==> config.mk <==
export PLATFORM = sky130hd
export DESIGN_NAME = memory_arbiter
export DESIGN_NICKNAME = d
export VERILOG_FILES = /design/src/rtl/memory_arbiter.sv
export SDC_FILE = /design/constraint.sdc
export NUM_CORES = 1
export LEC_CHECK = 0
export BUFFER_PORTS_ARGS = -buffer_cell sky130_fd_sc_hd__buf_2
export CELL_PAD_IN_SITES_DETAIL_PLACEMENT = 1
export CELL_PAD_IN_SITES_GLOBAL_PLACEMENT = 1
export CORE_MARGIN = 4
export CORE_UTILIZATION = 16
export CTS_CLUSTER_DIAMETER = 120
export DETAILED_ROUTE_END_ITERATION = 6
export GPL_TIMING_DRIVEN = 0
export HOLD_SLACK_MARGIN = 0.02
export PLACE_DENSITY_LB_ADDON = 0.12
export SKIP_CTS_REPAIR_TIMING = 1
export SYNTH_ARGS = -nofsm -noshare
export SYNTH_HDL_FRONTEND = slang
export SYNTH_SLANG_ARGS = --single-unit
==> constraint.sdc <==
create_clock -name CLK -period 3.6 [get_ports CLK]
set_clock_uncertainty 0.1 [all_clocks]
set_input_delay 0.36 -clock CLK [delete_from_list [all_inputs] [get_ports CLK]]
set_output_delay 0.36 -clock CLK [all_outputs]
set_load 0.01 [all_outputs]
==> src/rtl/memory_arbiter.sv <==
// memory_arbiter: shares the single-ported main RAM between the icache and
// the dcache. The data side has fixed priority. A streak counter limits how
// many data grants can pass a waiting instruction request before the
// instruction side is forced through.
module memory_arbiter #(
  parameter int unsigned STARVE_LIMIT = 4
) (
  input  logic        CLK,
  input  logic        RST,
  input  logic        iREN,
  input  logic [31:0] iaddr,
  output logic        iwait,
  output logic [31:0] iload,
  input  logic        dREN,
  input  logic        dWEN,
  input  logic [31:0] daddr,
  input  logic [31:0] dstore,
  output logic        dwait,
  output logic [31:0] dload,
  output logic        ramREN,
  output logic        ramWEN,
  output logic [31:0] ramaddr,
  output logic [31:0] ramstore,
  input  logic [31:0] ramload,
  input  logic [1:0]  ramstate
);

  typedef enum logic [1:0] {
    IDLE   = 2'd0,
    IGRANT = 2'd1,
    DGRANT = 2'd2
  } state_t;

  localparam logic [1:0] RAM_ACCESS = 2'd2;
  localparam logic [3:0] LIMIT      = 4'(STARVE_LIMIT);

  state_t     state, next_state;
  logic [3:0] dstreak, next_dstreak;
  logic       dreq;

  // Saturating increment for the data-grant streak counter.
  function automatic logic [3:0] sat_inc(input logic [3:0] v);
    return (v == 4'hF) ? v : v + 4'd1;
  endfunction

  assign dreq = dREN | dWEN;

  // State and streak registers; reset abandons any transaction in flight.
  always_ff @(posedge CLK) begin
    if (RST) begin
      state   <= IDLE;
      dstreak <= 4'd0;
    end else begin
      state   <= next_state;
      dstreak <= next_dstreak;
    end
  end

  // Arbitration, RAM steering and completion signalling.
  always_comb begin
    next_state   = state;
    next_dstreak = dstreak;
    iwait        = iREN;
    dwait        = dreq;
    iload        = 32'd0;
    dload        = 32'd0;
    ramREN       = 1'b0;
    ramWEN       = 1'b0;
    ramaddr      = 32'd0;
    ramstore     = 32'd0;

    case (state)
      IDLE: begin
        // The streak only means something while an instruction is waiting.
        if (!iREN) next_dstreak = 4'd0;
        if (dreq && (!iREN || (dstreak < LIMIT))) begin
          next_state = DGRANT;
          if (iREN) next_dstreak = sat_inc(dstreak);
        end else if (iREN) begin
          next_state   = IGRANT;
          next_dstreak = 4'd0;
        end
      end

      IGRANT: begin
        ramREN  = iREN;
        ramaddr = iaddr;
        if (!iREN) begin
          // Request withdrawn: release the RAM without a completion.
          next_state = IDLE;
        end else if (ramstate == RAM_ACCESS) begin
          iwait      = 1'b0;
          iload      = ramload;
          next_state = IDLE;
        end
        // BUSY, FREE and ERROR hold the grant and keep driving the RAM.
      end

      DGRANT: begin
        // A write wins over a read when both strobes are up.
        ramWEN   = dWEN;
        ramREN   = dREN & ~dWEN;
        ramaddr  = daddr;
        ramstore = dstore;
        if (!dreq) begin
          next_state = IDLE;
        end else if (ramstate == RAM_ACCESS) begin
          dwait      = 1'b0;
          dload      = dWEN ? 32'd0 : ramload;
          next_state = IDLE;
        end
      end

      default: next_state = IDLE;
    endcase
  end

endmodule

Word level (Yosys, flattened, before mapping)
Cells that the tools add are included.
{ "word_totals": {"regBits": 6, "romBits": 0, "latch_bits": 0, "n_memories": 0, "ramBits": 0, "input_bits": 135, "word_cells": 43} }
{ "op_classes": {"multipliers": 0, "bitwise_logic": 3, "eq_ne": 6, "reduce_logical": 5, "muxes": 25, "magnitude_cmp": 1, "addsub": 1, "shifts": 0, "div_mod_pow": 0} }
{ "ops": {"columns": ["operator", "count"], "rows": [
  ["2-to-1 mux 32 bit", 8],
  ["case mux 32 bit (2 select lines)", 1],
  ["2-to-1 mux 4 bit", 3],
  ["2-to-1 mux 2 bit", 5],
  ["2-to-1 mux 1 bit", 6],
  ["inequality test 3 bit, second input constant", 2],
  ["case mux 2 bit (3 select lines)", 1],
  ["adder 4 x 1 -> 4 bit, second input constant", 1],
  ["== test 2 bit, second input constant", 2],
  ["== test 4 bit, second input constant", 1],
  ["less-than comparator 4 x 3 -> 1 bit, second input constant", 1],
  ["== test 2 x 1 -> 1 bit, second input constant", 1],
  ["logical NOT 2 bit", 1],
  ["case mux 1 bit (2 select lines)", 1],
  ["AND reduction 2 bit", 1],
  ["AND 1 bit", 1],
  ["logical AND 1 bit", 1],
  ["logical NOT 1 bit", 1],
  ["logical OR 1 bit", 1],
  ["NOT 1 bit", 1],
  ["bitwise OR 1 bit", 1]
]} }

Longest topological paths before layout
{ "depth": {"word_depth": 5, "depth_mapped": 7} }

Least setup slack after synthesis
Ideal clock, no wire load.
{ "synth_path": {"path_type": "register -> output", "startpoint": "register state[0]", "endpoint": "output port dload[10]", "path_buffers": 1, "arrival_time_ns": 1.318, "required_ns": 3.140, "setup_slack_ns": 1.822, "path_stages_with_launch": 7, "path_cell_list": "dfxtp_1 -> inv_1 -> ha_1 -> nand3b_1 -> nor3b_2 -> clkbuf_2 -> and2_1"} }
{ "synth_via": {"elab_chain_len": 2} }
{ "synth_rtl": {"columns": ["item", "line", "rtl"], "rows": [
  ["start, declared", "37", "state_t state, next_state;"],
  ["start signal, assigned", "54", "state <= next_state;"],
  ["== test 2 bit", "72", "case (state)"],
  ["2-to-1 mux 32 bit", "72", null],
  ["end, declared", "19", "output logic [31:0] dload,"]
]} }
No other way between the ends.

Worst setup path in the final report
{ "layout_path": {"startpoint": "register state[0]", "endpoint": "output port dload[22]"} }
Same word-level chain as after synthesis.

==> summary.md <==
| Metric | Value |
|---|---|
| Via count | 2578 |
| Drt total wl | 9532 um |
| Initial Utilization | 16.41% |
| Nets | about 640 |
| Synth Cell Area | between 0.0015 and 0.002 mm2 |
| Util after Layout | 32.84% |
| Reg2Reg Setup Slack | a little under 2 ns |
| Remaining DRCs | 0 |
| Clock root buffer | clkbuf_8 |
| Post-synthesis sequential area ratio | 7.960% |
| Full die area | about 0.011 mm2 |
| Total global-route track usage | 16.00% |
| Async SR Flop Fraction | 0% |
| Clk buf depth | 2 |
| Max-cap violations | 0 |
| Worst EP required | 3.14 ns |
| VDD IR max | 0.00007774 V |
| Nature of the critical path endpoint | primary output |
| Initial antenna violation count | 0 |
| Status | complete, no violations |
| Hold crit path type | primary input to flop |
| Ports | 267 |
| Synth cell types | 26 |
| Clk sinks | 6 |
| Worst Hold End | dstreak[1] |
| Core footprint | roughly 0.0092 mm2 |
| Worst-skew pair later-pin latency | around 0.22 ns |
| Min Tclk post-route | 2.435 ns |
| Cell count after synthesis | 226 |
| Total chip power | 0.4812 mW |
| Final Slew Violations | 0 |
| Pin count of the biggest net entering global routing | 11 |
| Std cell rows | 35 |
| DRT iter0 DRCs | 72 |
| RSZ-0062 raised after global routing | false |
| Synthesized area per cell | 6.677 um2 |
| Fin Setup TNS | 0 ns |
| Crit share post-route | around 68% |
| Final Hold Vio Count | 0 |
| Reg-to-Reg End | state[1] |
| TritonCTS clock tree | done |
| Rel. slew slack | 64.36% |
| Via/cell ratio | ~4.3 |
| Number of flops mapped to enable cells by yosys | 0 |
| Worst setup path start | state[0] |
| Hold path start | RST |
| Highest clock rate | between 0.4 and 0.5 GHz |
| CP arrival | just under 2 ns |
| Initial DRT Pass Iterations | 4 |
| WL per Instance | about 16 um |
| CTS H-Tree Depth | 1 |
| Leak pwr | 1.820 nW |
| Syn Nets | 366 |
| CP Class | flop to primary output |
| Worst-path fanout max | 10 |
| Final ANT Viol Nets | 0 |
| Vias in the first global route | ~2700 |
| Diodes inserted | 0 |
| Reg2Reg Depth | 7 |
| Setup violators final | 0 |
| Yosys reg bits | 6 |
| Share of layout cells above drive strength 1 | 55.76% |
| Area grow syn2layout | 100.2% |
| CP Launch Type | flop |
| Reg2reg start | state[1] |
| Congestion Overflow GR | 0 |
| Die X | 105.1 um |
| Global placement routability congestion | between 0.7 and 0.8 |
| First-pass GRT wire length | 14420 um |
| Reg clk slew, reported paths | about 0.04 ns |
| P per Cell Area | 159.3 mW/mm2 |
| Input/output buffers | 266 |
| Post-DP HPWL | 8548 um |
| Number of warnings issued by yosys | 0 |
| Hold slack | 0.2994 ns |
| CTS Buf Count | 3 |
| Die H | 105.1 um |
| Least-Margin Pin Slew | approximately 0.53 ns |
| Hold path depth | 2 |
| Post-synth top flop | dfxtp_1 |
cells in the mapped netlist, types with 2 or more instances:
cell type   n  share of area (%)
a21oi_1     5                1.7
nand2b_1    2               0.83
a22oi_1    32                 16
clkbuf_1   15                3.7
nand3b_1    2               0.99
dfxtp_1     6                8.0
and2_1     97                 40
o21ai_0     3               0.99
inv_1       4               0.99
a211oi_1    2               0.99
clkbuf_2    3               0.99
buf_2       3               0.99
nand2_1     2               0.50
nor2b_1    33                 14
nor2_1      2               0.50
ha_1        5                4.1
cell type report:
class | instances | area (um2)
Sequential cell | 6 | 120.1
Timing Repair Buffer | 266 | 1331
Multi-Input combinational cell | 195 | 1287
Fill cell | 1246 | 6176
Buffer | 21 | 86.33
Inverter | 4 | 15.01
Tap cell | 111 | 138.9
Clock buffer | 3 | 41.29
state kept, by name (all words and copies together) (netlist names):
| signal | count |
|---|---|
| dstreak | 4 |
| state | 2 |
cells in the final DEF, fill, tap and decap left out:
master	count
nor2_1	2
nand3_1	1
ha_1	5
a31oi_1	1
and3_1	1
clkbuf_8	3
and2_1	97
nor4_1	1
buf_2	269
o21ai_0	3
nand3b_1	2
inv_1	4
a21boi_0	1
a22oi_1	32
clkbuf_1	15
o32ai_1	1
nor3b_2	1
nand2_1	2
dfxtp_1	6
a21oi_1	5
nor2b_1	33
clkbuf_2	3
o31ai_1	1
nand4_1	1
nor3b_1	1
nand2b_1	2
a211oi_1	2
power breakdown:
group	switching [mW]	total (mW)	internal, mW
Sequential	0.00242	0.0725	0.0700
Combinational	0.156	0.309	0.153
Clock	0.0278	0.0995	0.0717
critical path: stages (launching register included):
cell and delay (ns):
dfxtp_1 0.32, inv_1 0.11, ha_1 0.27, nand3b_1 0.15, nor3b_2 0.34, clkbuf_2 0.25
and2_1 0.16, buf_2 0.14
layer usage:
metal / wire length [um] / up-vias / track usage [%]
met3: 904 / 6 / 4.694
met1: 3492 / 1133 / 17.49
li1: - / 1294 / -
met5: 0 / - / 0
met2: 5059 / 145 / 30.93
met4: 75 / 0 / 1.968
how the worst max path moves through the flow:
stage	slack (ns)	to	depth (start not counted)
final	1.17	dload[22]	7
after global routing	0.94	dload[22]	7
after CTS	1.09	dload[22]	7
after detailed placement	1.34	dload[22]	7
after global placement	1.36	dload[6]	7
after floorplan	1.82	dload[10]	6
cell families after synthesis:
logic type      count (synthesis)  share of synthesized area, %
compound gates                 46                         21.56
buf+inv                        25                         6.715
fa+ha+maj                       5                         4.146
simple gates                  144                         59.62
flops                           6                         7.961
through the flow:
stage / std cells / setup slack [ns] / cell area [um2]
2_1_floorplan: 226 / 1.822 / 1509
3_3_place_gp: 603 / 1.361 / 2979
3_5_place_dp: 603 / 1.337 / 2979
4_1_cts: 606 / 1.088 / 3020
5_1_grt: 606 / 0.9397 / 3020
6_report: 606 / 1.165 / 3020
(Power assumes the default switching activity.)
